===== config.mk =====
export PLATFORM = sky130hd
export DESIGN_NAME = mbisr_repair_ctrl
export DESIGN_NICKNAME = d
export VERILOG_FILES = /design/src/rtl/mbisr_pkg.sv /design/src/rtl/mbisr_repair_ctrl_cam.sv /design/src/rtl/mbisr_repair_ctrl.sv
export SDC_FILE = /design/constraint.sdc
export NUM_CORES = 1
export LEC_CHECK = 0
export CORE_MARGIN = 4
export CORE_UTILIZATION = 48
export DETAILED_ROUTE_END_ITERATION = 10
export HOLD_SLACK_MARGIN = 0.1
export PLACE_DENSITY = 0.73
export SLEW_MARGIN = 5
export SYNTH_ARGS = -nofsm -noshare
export SYNTH_HDL_FRONTEND = slang
export SYNTH_HIERARCHICAL = 1
export SYNTH_SLANG_ARGS = --single-unit

===== constraint.sdc =====
create_clock -name clk -period 3.9 [get_ports clk]
set_input_delay 0.78 -clock clk [delete_from_list [all_inputs] [get_ports clk]]
set_output_delay 0.78 -clock clk [all_outputs]
set_load 0.05 [all_outputs]

===== src/rtl/mbisr_pkg.sv =====
// Shared types and constants for the MBISR repair controller.
package mbisr_pkg;

  typedef enum logic [1:0] {
    ST_IDLE         = 2'd0,
    ST_COLLECT      = 2'd1,
    ST_REPAIRED     = 2'd2,
    ST_UNREPAIRABLE = 2'd3
  } state_e;

  localparam int unsigned FAIL_CNT_W = 8;
  localparam logic [FAIL_CNT_W-1:0] FAIL_CNT_MAX = 8'd255;

endpackage


===== src/rtl/mbisr_repair_ctrl_cam.sv =====
// Spare-word table: valid/address/data registers, two address match ports
// and a lowest-free-slot finder.
module mbisr_spare_cam #(
  parameter int unsigned ADDR_WIDTH = 8,
  parameter int unsigned DATA_WIDTH = 8,
  parameter int unsigned NUM_SPARES = 4,
  parameter int unsigned IDX_W      = 2
) (
  input  logic                  clk,
  input  logic                  rst,
  input  logic                  clear_i,
  input  logic                  alloc_i,
  input  logic [ADDR_WIDTH-1:0] alloc_addr_i,
  input  logic                  wr_i,
  input  logic [IDX_W-1:0]      wr_idx_i,
  input  logic [DATA_WIDTH-1:0] wr_data_i,
  input  logic [ADDR_WIDTH-1:0] fail_addr_i,
  output logic                  fail_hit_o,
  output logic [IDX_W-1:0]      fail_idx_o,
  input  logic [ADDR_WIDTH-1:0] sys_addr_i,
  output logic                  sys_hit_o,
  output logic [IDX_W-1:0]      sys_idx_o,
  output logic [DATA_WIDTH-1:0] sys_data_o,
  output logic                  free_found_o,
  output logic [IDX_W-1:0]      free_idx_o
);

  logic                  valid_q [NUM_SPARES];
  logic [ADDR_WIDTH-1:0] addr_q  [NUM_SPARES];
  logic [DATA_WIDTH-1:0] data_q  [NUM_SPARES];

  // Table update: clear on run start, allocate in COLLECT, spare writes when remapping
  always_ff @(posedge clk) begin
    for (int i = 0; i < int'(NUM_SPARES); i++) begin
      if (rst) begin
        valid_q[i] <= 1'b0;
        addr_q[i]  <= '0;
        data_q[i]  <= '0;
      end else if (clear_i) begin
        valid_q[i] <= 1'b0;
        data_q[i]  <= '0;
      end else if (alloc_i && (free_idx_o == IDX_W'(i))) begin
        valid_q[i] <= 1'b1;
        addr_q[i]  <= alloc_addr_i;
        data_q[i]  <= '0;
      end else if (wr_i && (wr_idx_i == IDX_W'(i))) begin
        data_q[i]  <= wr_data_i;
      end
    end
  end

  // Descending scan so the lowest matching index is the one left standing
  always_comb begin
    fail_hit_o   = 1'b0;
    fail_idx_o   = '0;
    sys_hit_o    = 1'b0;
    sys_idx_o    = '0;
    sys_data_o   = '0;
    free_found_o = 1'b0;
    free_idx_o   = '0;
    for (int i = int'(NUM_SPARES) - 1; i >= 0; i--) begin
      if (valid_q[i] && (addr_q[i] == fail_addr_i)) begin
        fail_hit_o = 1'b1;
        fail_idx_o = IDX_W'(i);
      end
      if (valid_q[i] && (addr_q[i] == sys_addr_i)) begin
        sys_hit_o  = 1'b1;
        sys_idx_o  = IDX_W'(i);
        sys_data_o = data_q[i];
      end
      if (!valid_q[i]) begin
        free_found_o = 1'b1;
        free_idx_o   = IDX_W'(i);
      end
    end
  end

endmodule


===== src/rtl/mbisr_repair_ctrl.sv =====
// Built-in self-repair controller: logs MBIST failures into spare words and
// remaps system accesses. Optional fail counter enabled by MBISR_FAIL_CNT_EN.
module mbisr_repair_ctrl
  import mbisr_pkg::*;
#(
  parameter int unsigned ADDR_WIDTH = 8,
  parameter int unsigned DATA_WIDTH = 8,
  parameter int unsigned NUM_SPARES = 4,
  parameter int unsigned CNT_WIDTH  = 4
) (
  input  logic                  clk,
  input  logic                  rst,
  input  logic                  bist_start,
  input  logic                  bist_done,
  input  logic                  fail_valid,
  input  logic [ADDR_WIDTH-1:0] fail_addr,
  input  logic                  sys_we,
  input  logic [ADDR_WIDTH-1:0] sys_addr,
  input  logic [DATA_WIDTH-1:0] sys_wdata,
  output logic [DATA_WIDTH-1:0] sys_rdata,
  output logic                  mm_we,
  output logic [ADDR_WIDTH-1:0] mm_addr,
  output logic [DATA_WIDTH-1:0] mm_wdata,
  input  logic [DATA_WIDTH-1:0] mm_rdata,
  output logic                  repair_busy,
  output logic                  repair_ok,
  output logic                  repair_fail,
  output logic [CNT_WIDTH-1:0]  spares_used,
  output logic [7:0]            fail_count
);

  localparam int unsigned IDX_W = (NUM_SPARES > 1) ? $clog2(NUM_SPARES) : 1;

  state_e               state_q;
  logic                 overflow_q;
  logic                 overflow_d;
  logic [CNT_WIDTH-1:0] spares_used_q;

  logic                  fail_hit;
  logic [IDX_W-1:0]      fail_idx;
  logic                  sys_hit;
  logic [IDX_W-1:0]      sys_idx;
  logic [DATA_WIDTH-1:0] spare_rdata;
  logic                  free_found;
  logic [IDX_W-1:0]      free_idx;

  logic collecting;
  logic remap_en;
  logic log_fail;
  logic new_fail;
  logic alloc;
  logic spare_wr;
  logic remap_hit;

  assign collecting = (state_q == ST_COLLECT);
  assign remap_en   = (state_q == ST_REPAIRED) || (state_q == ST_UNREPAIRABLE);
  // A restart in the same cycle wipes the table, so the report is dropped
  assign log_fail   = collecting && fail_valid && !bist_start;
  assign new_fail   = log_fail && !fail_hit;
  assign alloc      = new_fail && free_found;
  assign overflow_d = overflow_q || (new_fail && !free_found);
  assign remap_hit  = remap_en && sys_hit;
  assign spare_wr   = remap_hit && sys_we;

  mbisr_spare_cam #(
    .ADDR_WIDTH (ADDR_WIDTH),
    .DATA_WIDTH (DATA_WIDTH),
    .NUM_SPARES (NUM_SPARES),
    .IDX_W      (IDX_W)
  ) u_cam (
    .clk          (clk),
    .rst          (rst),
    .clear_i      (bist_start),
    .alloc_i      (alloc),
    .alloc_addr_i (fail_addr),
    .wr_i         (spare_wr),
    .wr_idx_i     (sys_idx),
    .wr_data_i    (sys_wdata),
    .fail_addr_i  (fail_addr),
    .fail_hit_o   (fail_hit),
    .fail_idx_o   (fail_idx),
    .sys_addr_i   (sys_addr),
    .sys_hit_o    (sys_hit),
    .sys_idx_o    (sys_idx),
    .sys_data_o   (spare_rdata),
    .free_found_o (free_found),
    .free_idx_o   (free_idx)
  );

  // FSM, overflow flag and allocation counter
  always_ff @(posedge clk) begin
    if (rst) begin
      state_q       <= ST_IDLE;
      overflow_q    <= 1'b0;
      spares_used_q <= '0;
    end else if (bist_start) begin
      state_q       <= ST_COLLECT;
      overflow_q    <= 1'b0;
      spares_used_q <= '0;
    end else begin
      overflow_q <= overflow_d;
      if (alloc) begin
        spares_used_q <= spares_used_q + CNT_WIDTH'(1);
      end
      if (collecting && bist_done) begin
        state_q <= overflow_d ? ST_UNREPAIRABLE : ST_REPAIRED;
      end
    end
  end

`ifdef MBISR_FAIL_CNT_EN
  logic [FAIL_CNT_W-1:0] fail_cnt_q;

  always_ff @(posedge clk) begin
    if (rst || bist_start) begin
      fail_cnt_q <= '0;
    end else if (log_fail && (fail_cnt_q != FAIL_CNT_MAX)) begin
      fail_cnt_q <= fail_cnt_q + FAIL_CNT_W'(1);
    end
  end

  assign fail_count = fail_cnt_q;
`else
  assign fail_count = '0;
`endif

  // Datapath: hits are served by the spare and never reach the main array
  assign mm_addr   = sys_addr;
  assign mm_wdata  = sys_wdata;
  assign mm_we     = remap_hit ? 1'b0 : sys_we;
  assign sys_rdata = remap_hit ? spare_rdata : mm_rdata;

  assign repair_busy = (state_q == ST_COLLECT);
  assign repair_ok   = (state_q == ST_REPAIRED);
  assign repair_fail = (state_q == ST_UNREPAIRABLE);
  assign spares_used = spares_used_q;

  logic unused_ok;
  assign unused_ok = ^{fail_idx, 1'b0};

endmodule


; Yosys cells after proc, flatten, opt, wreduce, memory -nomap -nowiden
; Memory sizes are Yosys's and may differ from the RTL's.
; Cells that the tools add are included.
[classes]
add_sub_neg = 1
eq_ne = 17
mux = 94
bitwise_logic = 24
reduce_logical = 33
[op_table]
columns = op, n
row1 = 8-bit 2-to-1 mux, 21
row2 = 1-bit 2-to-1 mux, 65
row3 = 8-bit == test, 8
row4 = 1-bit logical AND, 24
row5 = 1-bit OR, 24
row6 = 2-bit 2-to-1 mux, 8
row7 = 2-bit == test (second input constant), 6
row8 = 2-bit by 1-bit == test with 1-bit output (second input constant), 3
row9 = 4-bit by 1-bit adder with 4-bit output (second input constant), 1
row10 = 2-bit zero test, 2
row11 = 1-bit zero test, 3
row12 = 1-bit logical OR, 2
row13 = 2-bit nonzero test, 1
row14 = 2-bit OR reduction, 1
[totals]
ff_bits = 7
mem_bits_rw = 68
input_bits = 38
out_inout_bits = 40
wordCells = 176
mem_count = 3
[mem_list]
columns = name, depth, word_bits, rd, rd_clocked_by_memory_dff, write_ports, line_no
row1 = u_cam.addr_q, 4, 8, 4, 0, 4, mbisr_repair_ctrl_cam.sv:29  ; logic [ADDR_WIDTH-1:0] addr_q [NUM_SPARES];
row2 = u_cam.data_q, 4, 8, 4, 0, 4, mbisr_repair_ctrl_cam.sv:30  ; logic [DATA_WIDTH-1:0] data_q [NUM_SPARES];
row3 = u_cam.valid_q, 4, 1, 4, 0, 4, mbisr_repair_ctrl_cam.sv:28  ; logic valid_q [NUM_SPARES];

; Logic depth before layout (Yosys ltp)
; An unclocked memory read counts as a cell.
[depth]
ltp_word = 17
depth_mapped = 14
mapped_depth_nobuf = 12

; By module
; The synthesis kept the hierarchy.
[by_module_without_submodules]
columns = module, n_inst, cells_each, area_per_inst_um2, seq_area_each_um2
row1 = mbisr_spare_cam, 1, 353, 4043.9, 2042.0
row2 = mbisr_repair_ctrl, 1, 77, 634.4, 140.1

; Least setup slack after synthesis
; Ideal clock, no wire load.
[synth_path]
kind = input -> register
startpoint = input fail_addr[2]
endpoint = memory u_cam.addr_q[2][0] (enable)
setup_ps = 375
arrival_time_ps = 2722
t_required_ps = 3525
path_slack_ps = 804
path_stages = 12
path_buffers = 2
cell_sequence = clkbuf_1 > xnor2_1 > nand4_1 > nor3_1 > nor2_1 > nand2_1 > nand4bb_1 > buf_2 > nor2_1 > nand3_1 > or2_2 > o21bai_1
[synth_rtl]
columns = element, line_no
row1 = "start, declared", mbisr_repair_ctrl.sv:16  ; input logic [ADDR_WIDTH-1:0] fail_addr,
row2 = "end, declared", mbisr_repair_ctrl_cam.sv:29

; Final worst setup path
[layout_path]
startpoint = input sys_addr[0]
endpoint = output sys_rdata[3]
[layout_between]
word_cells_on_any_way = 18
classes_between = eq/ne (4) / mux (9) / reduce/logical (5)
[layout_rtl]
columns = element, line_no
row1 = "start, declared", mbisr_repair_ctrl.sv:18  ; input logic [ADDR_WIDTH-1:0] sys_addr,
row2 = 8-bit == test, mbisr_repair_ctrl_cam.sv:66  ; if (valid_q[i] && (addr_q[i] == sys_addr_i)) begin
row3 = 1-bit logical AND, mbisr_repair_ctrl_cam.sv:66
row4 = 8-bit 2-to-1 mux (3 in series), mbisr_repair_ctrl_cam.sv:66
row5 = 8-bit 2-to-1 mux (*), mbisr_repair_ctrl_cam.sv:66
row6 = via spare_rdata[3], mbisr_repair_ctrl.sv:43  ; logic [DATA_WIDTH-1:0] spare_rdata;
row7 = 8-bit 2-to-1 mux (*), mbisr_repair_ctrl.sv:131  ; assign sys_rdata = remap_hit ? spare_rdata : mm_rdata;
row8 = "end, declared", mbisr_repair_ctrl.sv:20  ; output logic [DATA_WIDTH-1:0] sys_rdata,
; Mark *: on every way through the listed nets, which the timed path passes. The rest lies on a longest branch.

==> impl_results.md <==
- Share of cells above drive strength 1: 0.1698
- PwrDens: 347.1 nW/um2
- Mapped Cells: 423
- Vias/cell: 5.359
- Sw Share: 0.2540
- Final setup slack of the worst path: 0.07502 ns
- Max Freq: 261.4 MHz
- CTS max path bufs: 2
- Pre-CTS setup slack: -0.03848 ns
- Placed insts: 596
- Worst-path fanout max: 7
- Core footprint: 9328 um2
- Number of global-route vias before repair: 3136
- Post-synth design cell area: 4644 um2
- DP HPWL: 8427 um
- Post-CTS Setup Inserts: 0
- Worst vdd ir: 0.0002037 V
- Footprint of the multi-input gates: 2115 um2
- Antenna violations before repair: 0
- Num CTS Buffers: 9
- Die Ht: 106.4 um
- Final ANT Viol Nets: 0
- Sequential Area: 2182 um2
- WP data arrival: 3.04 ns
- Final count of hold timing violations: 0
- Site Rows: 35
- Non-Filler Instances: 612
- Combinational power share: 0.158
- Mapped Avg Cell Area: 10.98 um2
- Reg clk slew, reported paths: 0.08 ns
- Warnings from Yosys: 6
- First-pass GRT wire length: 16900 um
- # H-tree levels: 3
- Clk pwr share: 0.368
- Max-cap violations: 0
- Vias after detailed routing: 3280
- Clock Tree Root: clkbuf_8
- RSZ-0062 raised after global routing: false
- Clk_lat worst skew: 0.36 ns
- Share of the clock period used by the worst path after layout: 0.9808
- Least-Margin Pin Slew: 0.7843 ns
- Slew margin rel.: 0.4731
- # setup viols final: 0
- Starting DRT DRC Count: 230
- Kind of critical path: in2out
- Most frequent cells in the layout: edfxtp_1, and2_1, clkdlybuf4s50_1
- Final estimated routing congestion in global placement: 0.8613
- Leak: 1.997 nW
- # IOs: 78
- Setup TNS: 0 ns
- Largest net degree at the start of global routing: 16
- CP Launch Type: input port
- GRT Total Usage: 0.1955
- CTS tree: built
- WP data required: 3.12 ns
- Sequential power share: 0.473
- Most common cell after layout, fill and taps aside: edfxtp_1
- I/O Buffers: 69
- Remaining Overflow, GRT: 0
- Cts repair resizes: 4
- Hold/Removal Path Class: reg2reg
- DRC: 0
- Die area: 11310 um2
- Fillers: 793
- Cts hold-fix bufs: 0
- Diodes inserted: 0
- Avg WL per Cell: 18.01 um
- Min Tclk post-route: 3.825 ns
- DR pass1 iterations: 5
- Final WL: 11020 um
- Die W: 106.4 um
- Layout area overhead: 21.31%
- Clock Skew: 0.01489 ns
- Nets: 517
- Outcome: complete, no violations
- Setup crit end kind: output pin
- # clock sinks: 75
- NetSw: 0.0004967 W
- Int Pwr: 0.001459 W
- Max-slew violation count: 0
- Initial Util: 0.4979
-- sequential cells by signal, indices dropped and copies added, names as in the netlist --
register,flops
state_q,2
spares_used,4
overflow_q,1
u_cam/addr_q,32
u_cam/data_q,32
u_cam/valid_q,4
-- layer usage --
layer	wire length, um	vias to the layer above	share of wire	track usage
li1	-	1557	-	-
met1	4991	1582	0.45	0.2661
met2	5239	124	0.48	0.3186
met3	613	17	0.056	0.03339
met4	177	0	0.016	0.06198
met5	0	-	0	0
-- worst max-delay path, stage by stage --
cell             delay, ns
clkdlybuf4s50_1       0.69
xnor2_2               0.17
nand4_1               0.11
or3_4                 0.47
o31ai_2               0.28
a21oi_1               0.09
mux2_2                0.30
buf_12                0.15
-- cell type report --
| cell class | count | share of cell area |
|---|---|---|
| multi-input cells | 298 | 0.3753 |
| repair buffers | 89 | 0.1626 |
| clock inverters | 6 | 0.02021 |
| flip-flops and latches | 75 | 0.3873 |
| clock buffers | 10 | 0.02265 |
| inverters | 5 | 0.003331 |
| well taps | 129 | 0.02865 |
-- power by group through the flow --
stage | Sequential, W | Combinational, W | Clock [W]
finish | 0.000926 | 0.000309 | 0.000721
global route | 0.000929 | 0.000326 | 0.000760
CTS | 0.000925 | 0.000309 | 0.000729
detailed placement | 0.000943 | 0.000308 | 0
global placement | 0.000942 | 0.000304 | 0
floorplan | 0.000937 | 0.000214 | 0
-- through the flow --
step	hold WS (ns)	area (um2)	total power [W]	utilization
floorplan	0.4397	4671	0.001151	-
global placement	0.4588	5376	0.001246	0.5764
detailed placement	0.4698	5376	0.001251	0.5764
CTS	0.4811	5622	0.001964	0.6027
global route	0.5117	5634	0.002015	0.6040
finish	0.4801	5634	0.001956	0.6040
-- worst paths after layout --
| kind | startpoint | to | slack [ns] | cells after the start |
|---|---|---|---|---|
| max | sys_addr[0] | sys_rdata[3] | 0.08 | 8 |
| min | spares_used[3]$_SDFFE_PP0P_ | spares_used[3]$_SDFFE_PP0P_ | 0.48 | 2 |
| max reg2reg | u_cam/addr_q[2][5]$_SDFFCE_PN0P_ | u_cam/data_q[0][3]$_SDFFCE_PN0P_ | 1.17 | 8 |
| min reg2reg | spares_used[3]$_SDFFE_PP0P_ | spares_used[3]$_SDFFE_PP0P_ | 0.48 | 2 |
(Power assumes the default switching activity.)
